## src/rtl/ctl_reg_reader.sv

```systemverilog
// rtl/ctl_reg_reader.sv - controller BRAM poller: publishes version/state, streams requested register groups
module ctl_reg_reader #(
    parameter int         BramLatency  = 2,
    parameter logic [7:0] VersionMajor = 8'h91,
    parameter logic [7:0] VersionMinor = 8'h00
) (
    input  logic        CLK,
    input  logic        RST,
    output logic        BRAM_EN,
    output logic        BRAM_WE,
    output logic [7:0]  BRAM_ADDR,
    output logic [15:0] BRAM_DIN,
    input  logic [15:0] BRAM_DOUT,
    input  logic [6:0]  FPGA_STATE_IN,
    input  logic        READS_FPGA_STATE_EN,
    output logic        REG_VALID,
    output logic [7:0]  REG_ADDR,
    output logic [15:0] REG_DATA,
    output logic        SET_DONE,
    output logic [2:0]  SET_GROUP,
    output logic        FORCE_FAN,
    output logic        BUSY
);

    typedef enum logic [3:0] {
        S_INIT_MAJ, S_INIT_MIN, S_STATE_WR, S_POLL_REQ, S_POLL_WAIT, S_DISPATCH,
        S_GRP_RD, S_GRP_DRAIN, S_FLAG_RD, S_FLAG_WAIT, S_FLAG_WR
    } state_t;

    state_t      state_q, state_d;
    logic [1:0]  cnt_q, cnt_d;
    logic [15:0] flag_q, flag_d;
    logic        fan_q, fan_d;
    logic [2:0]  grp_q, grp_d;
    logic [7:0]  addr_q, addr_d;
    logic [7:0]  end_q, end_d;

    logic [BramLatency-1:0] vld_q;
    logic [7:0]             apipe_q [BramLatency];

    logic        en_c, we_c, issue_c, done_c;
    logic [7:0]  a_c;
    logic [15:0] din_c;
    logic [2:0]  sel_c;
    logic        wait_last_c;

    assign wait_last_c = (cnt_q == 2'(BramLatency - 1));

    always_comb begin
        state_d = state_q;
        cnt_d   = cnt_q;
        flag_d  = flag_q;
        fan_d   = fan_q;
        grp_d   = grp_q;
        addr_d  = addr_q;
        end_d   = end_q;
        en_c    = 1'b0;
        we_c    = 1'b0;
        a_c     = 8'h00;
        din_c   = 16'h0000;
        issue_c = 1'b0;
        done_c  = 1'b0;
        sel_c   = 3'd0;
        // Scan downward so the lowest set request bit wins.
        for (int i = 5; i >= 0; i--) begin
            if (flag_q[i]) sel_c = 3'(i);
        end
        case (state_q)
            S_INIT_MAJ: begin
                en_c = 1'b1; we_c = 1'b1; a_c = 8'h02;
                din_c = {8'h00, VersionMajor};
                state_d = S_INIT_MIN;
            end
            S_INIT_MIN: begin
                en_c = 1'b1; we_c = 1'b1; a_c = 8'h03;
                din_c = {8'h00, VersionMinor};
                state_d = S_STATE_WR;
            end
            S_STATE_WR: begin
                en_c = 1'b1; we_c = 1'b1; a_c = 8'h01;
                din_c = {8'h00, READS_FPGA_STATE_EN, FPGA_STATE_IN};
                state_d = S_POLL_REQ;
            end
            S_POLL_REQ: begin
                en_c = 1'b1; a_c = 8'h00; cnt_d = 2'd0;
                state_d = S_POLL_WAIT;
            end
            S_POLL_WAIT, S_FLAG_WAIT: begin
                if (wait_last_c) begin
                    flag_d  = BRAM_DOUT;
                    fan_d   = BRAM_DOUT[13];
                    state_d = (state_q == S_POLL_WAIT) ? S_DISPATCH : S_FLAG_WR;
                end else begin
                    cnt_d = cnt_q + 2'd1;
                end
            end
            S_DISPATCH: begin
                if (flag_q[5:0] == 6'd0) begin
                    state_d = S_STATE_WR;
                end else begin
                    grp_d   = sel_c;
                    state_d = S_GRP_RD;
                    case (sel_c)
                        3'd0:    begin addr_d = 8'h20; end_d = 8'h30; end
                        3'd1:    begin addr_d = 8'h50; end_d = 8'h68; end
                        3'd2:    begin addr_d = 8'h40; end_d = 8'h44; end
                        3'd3:    begin addr_d = 8'hE0; end_d = 8'hE1; end
                        3'd4:    begin addr_d = 8'hF0; end_d = 8'hF7; end
                        default: begin addr_d = 8'h10; end_d = 8'h13; end
                    endcase
                end
            end
            S_GRP_RD: begin
                en_c = 1'b1; a_c = addr_q; issue_c = 1'b1;
                if (addr_q == end_q) state_d = S_GRP_DRAIN;
                else                 addr_d  = addr_q + 8'd1;
            end
            S_GRP_DRAIN: begin
                // Pipeline empty means the last strobe was the previous cycle.
                if (vld_q == '0) begin
                    done_c  = 1'b1;
                    state_d = S_FLAG_RD;
                end
            end
            S_FLAG_RD: begin
                en_c = 1'b1; a_c = 8'h00; cnt_d = 2'd0;
                state_d = S_FLAG_WAIT;
            end
            S_FLAG_WR: begin
                en_c = 1'b1; we_c = 1'b1; a_c = 8'h00;
                din_c = flag_q & ~(16'h0001 << grp_q);
                state_d = S_STATE_WR;
            end
            default: state_d = S_INIT_MAJ;
        endcase
    end

    always_ff @(posedge CLK) begin
        if (RST) begin
            state_q <= S_INIT_MAJ;
            cnt_q   <= 2'd0;
            flag_q  <= 16'h0000;
            fan_q   <= 1'b0;
            grp_q   <= 3'd0;
            addr_q  <= 8'h00;
            end_q   <= 8'h00;
        end else begin
            state_q <= state_d;
            cnt_q   <= cnt_d;
            flag_q  <= flag_d;
            fan_q   <= fan_d;
            grp_q   <= grp_d;
            addr_q  <= addr_d;
            end_q   <= end_d;
        end
    end

    // Read-tracking pipeline: each issued group read reappears BramLatency cycles later.
    always_ff @(posedge CLK) begin
        if (RST) begin
            vld_q <= '0;
            for (int i = 0; i < BramLatency; i++) apipe_q[i] <= 8'h00;
        end else begin
            vld_q[0]   <= issue_c;
            apipe_q[0] <= a_c;
            for (int i = 1; i < BramLatency; i++) begin
                vld_q[i]   <= vld_q[i-1];
                apipe_q[i] <= apipe_q[i-1];
            end
        end
    end

    // Outputs are forced low while reset is held so an abort is visible at once.
    assign BRAM_EN   = en_c & ~RST;
    assign BRAM_WE   = we_c & ~RST;
    assign BRAM_ADDR = RST ? 8'h00 : a_c;
    assign BRAM_DIN  = (we_c & ~RST) ? din_c : 16'h0000;
    assign REG_VALID = vld_q[BramLatency-1] & ~RST;
    assign REG_ADDR  = REG_VALID ? apipe_q[BramLatency-1] : 8'h00;
    assign REG_DATA  = REG_VALID ? BRAM_DOUT : 16'h0000;
    assign SET_DONE  = done_c & ~RST;
    assign SET_GROUP = SET_DONE ? grp_q : 3'd0;
    assign FORCE_FAN = fan_q & ~RST;
    assign BUSY      = (state_q != S_POLL_REQ) & ~RST;

endmodule

```

## config.mk

```make
export PLATFORM = sky130hd
export DESIGN_NAME = ctl_reg_reader
export DESIGN_NICKNAME = d
export VERILOG_FILES = /design/src/rtl/ctl_reg_reader.sv
export SDC_FILE = /design/constraint.sdc
export NUM_CORES = 1
export LEC_CHECK = 0
export CAP_MARGIN = 20
export CORE_UTILIZATION = 44
export CTS_CLUSTER_SIZE = 10
export DETAILED_ROUTE_END_ITERATION = 10
export PLACE_DENSITY = 0.76
export SKIP_CTS_REPAIR_TIMING = 1
export SYNTH_ARGS = -nofsm -noshare
export SYNTH_HDL_FRONTEND = slang
export SYNTH_SLANG_ARGS = --single-unit
```

## constraint.sdc

```tcl
create_clock -name CLK -period 1.6 [get_ports CLK]
set_clock_uncertainty 0.15 [all_clocks]
set_input_delay 0.24 -clock CLK [delete_from_list [all_inputs] [get_ports CLK]]
set_output_delay 0.24 -clock CLK [all_outputs]
set_load 0.02 [all_outputs]
```

==> Yosys cells after proc, flatten, opt, wreduce, memory -nomap -nowiden <==
Memory sizes are Yosys's and may differ from the RTL's.
Cells that the tools add are included.
{ "op_classes": {"reduce_logical": 16, "eq_ne": 23, "magnitude_cmp": 0, "muxes": 36, "add_sub_neg": 2, "n_div": 0, "multipliers": 0, "bitwise": 12, "shifts": 1} }
{ "ops": {"columns": ["operator", "n"], "rows": [
  ["$pmux 8 s5", 2],
  ["$mux 8", 6],
  ["$pmux 16 s3", 1],
  ["$pmux 4 s9", 1],
  ["$mux 16", 2],
  ["$pmux 8 s4", 1],
  ["$mux 3", 8],
  ["$and 16x16->16", 1],
  ["$eq 4x3->1 const B", 4],
  ["$mux 4", 4],
  ["$not 16->16", 1],
  ["$pmux 8 s2", 1],
  ["$shl 1x3->16 const A", 1],
  ["$eq 4x4->1 const B", 3],
  ["$ne 2x2->1 const B", 6],
  ["$add 8x1->8 const B", 1],
  ["$eq 4x2->1 const B", 2],
  ["$eq 8x8->1", 1],
  ["$mux 1", 8],
  ["$reduce_or 7->1", 1],
  ["$and 1x1->1", 6],
  ["$eq 3x2->1 const B", 2],
  ["$logic_not 6->1", 1],
  ["$reduce_and 2->1", 3],
  ["17 further kinds", 23]
]} }
{ "word_totals": {"elab_cells": 99, "mem_bits_ro": 0, "mem_count": 1, "input_bits": 26, "latchBits": 0, "ff_bits": 44, "ramBits": 16} }
{ "mem_list": {"columns": ["name", "words", "word_bits", "rd", "rd_ports_with_merged_regs", "write_ports", "line", "rtl"], "rows": [
  ["apipe_q", 2, 8, 2, 0, 2, "39", "logic [7:0] apipe_q [BramLatency];"]
]} }

==> Logic depth before layout (Yosys ltp) <==
{ "logic_depth": {"word_depth": 10, "mapped_depth": 7, "depth_no_buf": 7} }

==> Least setup slack after synthesis <==
OpenSTA, ideal clock, no wires.
{ "synth_timing": {"path_kind": "reg-to-output", "from": "register state_q[1]", "to": "output port BRAM_WE", "required_ns": 1.210, "n_path_buf": 3, "slack_ns": -0.704, "t_arrival_ns": 1.914, "stages_incl_launch_ff": 5, "cell_sequence": "dfxtp_1 buf_6 clkbuf_1 clkbuf_1 a2111oi_0"} }
{ "synth_via": {"elab_chain_cells": 4} }
{ "synth_rtl": {"columns": ["element", "line", "rtl"], "rows": [
  ["start, declared", "30", "state_t state_q, state_d;"],
  ["start signal, assigned", "148", "state_q <= state_d;"],
  ["$eq 4x4->1 (tied with other cells)", "68", "case (state_q)"],
  ["$reduce_or 4->1 (no source line) *", null, null],
  ["$mux 1 *", "68", null],
  ["$and 1x1->1 *", "175", "assign BRAM_WE = we_c & ~RST;"],
  ["end, declared", "10", "output logic BRAM_WE,"]
]} }
Every way passes the cells marked *; elsewhere a longest branch is shown, timed or not.

==> Final worst setup path <==
{ "layout_timing": {"from": "register state_q[3]", "to": "output port SET_GROUP[1]"} }
{ "layout_via": {"elab_chain_cells": 4} }
{ "layout_rtl": {"columns": ["element", "line", "rtl"], "rows": [
  ["$eq 4x3->1", "68", null],
  ["$mux 1", "68", null],
  ["$and 1x1->1", "181", "assign SET_DONE = done_c & ~RST;"],
  ["$mux 3", "182", "assign SET_GROUP = SET_DONE ? grp_q : 3'd0;"],
  ["end, declared", "20", "output logic [2:0] SET_GROUP,"]
]} }
Every way passes these cells.

==> flow_summary.ini <==
[run]
cap_violations = 0

[sta]
max_freq_mhz = 447
final.min_clock_period_ns = 2.23
remaining_max_slew_budget_at_the_tightest_pin_pct = 63.6
final-setup-viol-count = 97
grt_setup_unrepaired = true
final.hold.worst_slack_ns = 0.188
finalMaxSlewViolations = 0
actual_transition_at_the_worst_max_transition_pin_ns = 0.546
layout_setup_ws_ns = -0.635
timing.final.hold_violations = 0
post-route-period-util_pct = 140

[synth]
yosys-mux-area-fraction_pct = 5.62
netlist_instances = 384
ys_top_cells_by_area = dfxtp_1 (37%), and2_1 (8.3%), nor2_1 (5.3%)
library_cell_with_the_largest_summed_area_after_synthesis = dfxtp_1
post_synth_instance_area_um2 = 3230
synth_sequential_area_ratio_pct = 36.6
synth-main-ff-cell = dfxtp_1
synth.lib_cells_used.distinct = 61
post-synth-top-area-fraction_pct = 36.6
synth_top_family_by_area = simple AND/OR/NAND/NOR gates
synth-edff-count = 0
synth_nets = 412
synth_simple_gate_area_share_pct = 30.9
postSynth.asyncResetShare_pct = 0
postSynthAreaPerCell_um2 = 8.41
synthesis.yosys.warnings = 0
synth_compound_area_share_pct = 16.2
yosys.area_share.adder_pct = 0.775
synth_seq_cells = 59
xor_xnor_share_of_the_synthesized_area_pct = 4.22

[power]
clockPowerShare_pct = 19.5
total_switching_power_mw = 2.53
power.total_mw = 6.49
cell_leakage_power_nw = 2.57
combinational_share_of_power_pct = 54.2
vdd.ir_drop.worst_mv = 1.34
cellInternalPower_mw = 3.96
power_density_nw_per_um2 = 1030
power.share.switching_pct = 39.0
power.sequential.fraction_pct = 26.3

[finish]
finish.instance_area_um2 = 6300
area_growth_pct = 95.2
drive_above_1_share_pct = 61.2
stdcell_count = 683
n_fill_cell = 237
num-nets-final = 610
mostFrequentLayoutCell = buf_4
antenna-diode-count = 0
mostFrequentLayoutCells = buf_4 (96), buf_6 (75), dfxtp_1 (43)

[run_status]
outcome = complete, but fails checks
violated_checks = negative setup slack

[global_route]
overflow = 0
grt_pass1_vias = 3148
antenna_found_initial = 0
global_route_usage_sum_pct = 25.0
grt_pass1_wl_um = 14800
grt_start_max_net_pins = 40

[clock_tree]
cts_root_buf = clkbuf_8
ctsHtreeMaxLevel = 3
clk_latency_ns = 0.36
tritoncts = built
cts_sinks = 59
cts.reportedPaths.clkPinSlew_ns = 0.08
cts_max_path_buffers = 2
number_of_clock_buffers_inserted_by_tritoncts = 9

[floorplan]
core_area_um2 = 6940
floorplan.die.width_um = 87.7
die_outline_area_um2 = 7690
io_pins = 83
placementRows = 30
die_h_um = 87.7
initial_core_util_pct = 46.5

[critical_path]
setup.worst_path.start_class = flop
reg2reg_from = state_q[3]$_SDFFE_PP0P_
worstPathArrival_ns = 1.84
criticalPathCategory = flop to output port
critical_path_sink_type = output port
cp_max_fo = 4
worst-endpoint-required_ns = 1.21
critPathLaunch = state_q[3]$_SDFFE_PP0P_

[detailed_routing]
viasPerCell = 6.09
routed_wl_um = 16000
detail-route-antenna-nets = 0
number_of_design_rule_violations_left_by_the_first_detailed_router_iteration = 304
routed_length_per_placed_instance_um = 23.4
first_pass_iters = 7
post-route-drc-count = 0
via_count = 4161

[placement]
placer_congestion = 0.911
hpwl_um = 6760
place_worst_setup_slack_ns = -0.614
postPlaceCellArea_um2 = 4900
post-place-cells = 624
buffer_ports.inserted = 82

[worst_hold_path]
start_point_of_the_worst_hold_path = RST
hold_path.class = primary input to flop
## layer usage
layer | vias up | global-route usage [%] | routed length (um)
li1 | 1719 | - | -
met1 | 1974 | 31.2 | 5640
met2 | 355 | 43.0 | 7840
met3 | 113 | 5.47 | 1490
met4 | 0 | 8.05 | 1040
met5 | - | 0 | 0
## flip-flops by register name (all words and copies together) (netlist names)
register,cells
apipe_q,16
flag_q,16
addr_q,8
end_q,8
state_q,4
grp_q,3
cnt_q,2
vld_q,2
## synth_stat cells (3+ instances only)
cell type,count
clkbuf_1,11
nor3_1,14
and2_1,43
or3_1,3
nor2_1,46
dfxtp_1,59
nand2_1,17
a21oi_2,3
a21oi_1,26
inv_1,12
xor2_1,6
o21a_1,3
nand3_1,16
buf_2,5
o311ai_0,3
o211ai_1,4
nand2b_1,7
o21ai_0,6
buf_1,6
buf_6,4
nor2b_1,16
o21ai_1,3
xor2_2,3
xnor2_1,4
mux2i_1,17
## metrics by stage
stage | TNS [ns] | utilization [%]
6_report | -29.73 | 90.8
5_1_grt | -33.11 | 90.8
4_1_cts | -55.21 | 73.1
3_5_place_dp | -35.76 | 70.5
3_3_place_gp | -32.50 | 70.5
2_1_floorplan | -3.12 | -
## power groups by stage
stage / registers (mW) / clock network (mW) / logic (mW)
finish: 1.71 / 1.27 / 3.51
global route: 1.71 / 1.32 / 3.62
CTS: 1.65 / 1.22 / 2.04
detailed placement: 1.68 / 0 / 2.03
global placement: 1.67 / 0 / 1.97
floorplan: 1.66 / 0 / 1.24
## cell type report
cell class,instances,area [um^2],share of cell area (%)
Tap cell,96,120,1.91
Multi-Input combinational cell,287,2610,41.4
Sequential cell,59,1210,19.2
Timing Repair Buffer,213,2140,33.9
Clock buffer,9,124,1.97
Inverter,12,45.0,0.715
Clock inverter,7,52.6,0.834
## worst paths after layout
path / to / slack (ns) / cells past startpoint
worst max register to register: flag_q[1]$_SDFFE_PP0P_ / -0.49 / 9
worst min register to register: apipe_q[0][15]$_SDFF_PP0_ / 0.31 / 1
worst min-delay path: end_q[6]$_SDFFE_PP0P_ / 0.19 / 3
worst max-delay path: SET_GROUP[1] / -0.63 / 5
## worst max-delay path, stage by stage, from the launching register on
cell and delay [ns]:
dfxtp_4 0.36, and2b_1 0.22, nand3_2 0.12, nor4_4 0.44, and2_4 0.24, buf_6 0.11
## logic make-up after synthesis
kind of cell | after synthesis
AND/OR/NAND/NOR | 179
AO/OA/AOI/OAI | 74
flip-flops | 59
buffers and inverters | 39
multiplexers | 18
XOR/XNOR | 13
adder cells (fa/ha/maj) | 2
Power figures use the tool's default switching activity.
==> variant, RTL diff (same flow settings) <==
The 11 states of `state_t` get a Gray code encoding in 4 bits.
--- a/src/rtl/ctl_reg_reader.sv
+++ b/src/rtl/ctl_reg_reader.sv
@@ -23,8 +23,8 @@
 );
 
     typedef enum logic [3:0] {
-        S_INIT_MAJ, S_INIT_MIN, S_STATE_WR, S_POLL_REQ, S_POLL_WAIT, S_DISPATCH,
-        S_GRP_RD, S_GRP_DRAIN, S_FLAG_RD, S_FLAG_WAIT, S_FLAG_WR
+        S_INIT_MAJ = 4'b0000, S_INIT_MIN = 4'b0001, S_STATE_WR = 4'b0011, S_POLL_REQ = 4'b0010, S_POLL_WAIT = 4'b0110, S_DISPATCH = 4'b0111,
+        S_GRP_RD = 4'b0101, S_GRP_DRAIN = 4'b0100, S_FLAG_RD = 4'b1100, S_FLAG_WAIT = 4'b1101, S_FLAG_WR = 4'b1111
     } state_t;
 
     state_t      state_q, state_d;
Check against the original RTL: same outputs for any inputs over 10 cycles, from zero or initial values and one cycle with RST high; not proved beyond that.
==> variant against the unedited design <==
  * Global-route usage grew 2.1 points
  * Via count fell by 12%
  * The flow still finishes with violations (setup timing)
  * Final area is 17% lower
  * Hold slack lost 0.037 ns
  * Wire length is 30% lower
  * Worst setup slack improved by 0.091 ns
  * Maximum frequency increased by 4.2%
  * Sequential cell count is the same
  * Synthesized area decreased by 1.9%
  * Register-to-register slack improved by 0.05 ns
  * Critical path depth did not move
Power is not compared: it rests on default switching activity, and its combinational part moved more than twofold at a synthesized area within 25%.
==> variant: results (changes against the unedited design) <==
Cells and area
  – Non-clk buf share: 0.2850 (-0.05426)
  – Inverters: 7 (-5)
  – Clock buf/inv share: 0.03819 (+0.01020)
  – Layout cell share with drive strength beyond 1: 0.4654 (-0.1462)
  – Fill count: 474 (+100%)
  – Multi-input gate count: 289 (+0.70%)
  – Nets: 586 (-3.9%)
  – Non-filler cells, final: 659 (-3.5%)
  – Bufs w/o clock: 192 (-9.9%)
  – Sequential share of cell area: 0.2284 (+0.03626)

Drt
  – Routed length per placed instance: 16.99 um (-28%)
  – Initial DRT Pass Iterations: 5 (-2)
  – DRC marker count from the first detailed-route iteration: 399 (+31%)
  – Routed via count: 3642 (-12%)

Yosys
  – Synth cell count leaders: dfxtp_1, and2_1, nor2_1
  – Mux contribution to synthesized area: 0.05369 (-0.002489)
  – Fraction of the mapped netlist area in compound gates: 0.1678 (+0.006220)
  – Largest cells by area after synthesis: dfxtp_1, and2_1, mux2i_1
  – Cells after Synth: 383 (-0.26%)
  – Register area share after synthesis: 0.3727 (+0.006931)
  – Synth unique cells: 58 (-4.9%)
  – Post-synthesis xor/xnor area fraction: 0.02764 (-0.01460)

Run status
  – Outcome: complete, but fails checks
  – Violations in the final reports: setup timing

Place
  – Instance area at placement: 4920 sq um (+0.46%)
  – Routability congestion estimate: 0.9144 (+0.33%)
  – Hpwl dp: 7.556 mm (+12%)
  – DP Cell Count: 633 (+1.4%)
  – DP Worst Slack: -0.6854 ns (-0.07129 ns)

Global route
  – Global-route wire length before repair: 15.52 mm (+5.1%)
  – Largest net degree at the start of global routing: 18 (-55%)
  – Vias in the first global route: 3315 (+5.3%)

STA
  – Max transition margin: 0.5476 (-0.08821)
  – Setup violators final: 96 (-1.0%)
  – Slack of the critical path: -0.5438 ns (+0.09097 ns)

Worst setup path
  – Crit-path slowest cell: or3_4
  – Slowest stage delay, CP: 0.39 ns (-0.05 ns)

Floorplan
  – Die ar.: 7546 sq um (-1.8%)
## variant: changes by cell type after synthesis, moves of 4 or more
cell	before	now
a21o_1	1	5
a21oi_1	26	21
and3_1	2	6
inv_1	12	7
nand2_1	17	26
nand2b_1	7	3
nand3_1	16	9
nor2_1	46	41
o21ai_0	6	16
## variant: layer usage
layer,part of all wire,up-vias,track usage
met5,0,-,0
met4,0.044,0,0.1091
met3,0.056,58,0.06256
met2,0.53,165,0.4932
met1,0.37,1731,0.3033
li1,-,1688,-
## variant: power by group
part / switching, mW / leakage, nW / internal, mW
combinational: 0.753 / 1.70 / 0.685
clock: 0.669 / 0.0962 / 0.728
sequential: 0.0517 / 0.481 / 1.53
## variant: path summary, 6_finish.rpt
check	end	startpoint	slack, ns	cells past startpoint
max	BRAM_DIN[2]	state_q[2]	-0.54	5
min	flag_q[1]	RST	0.15	2
max reg2reg	addr_q[5]	state_q[1]	-0.44	8
min reg2reg	apipe_q[0][15]	apipe_q[0][7]	0.28	1
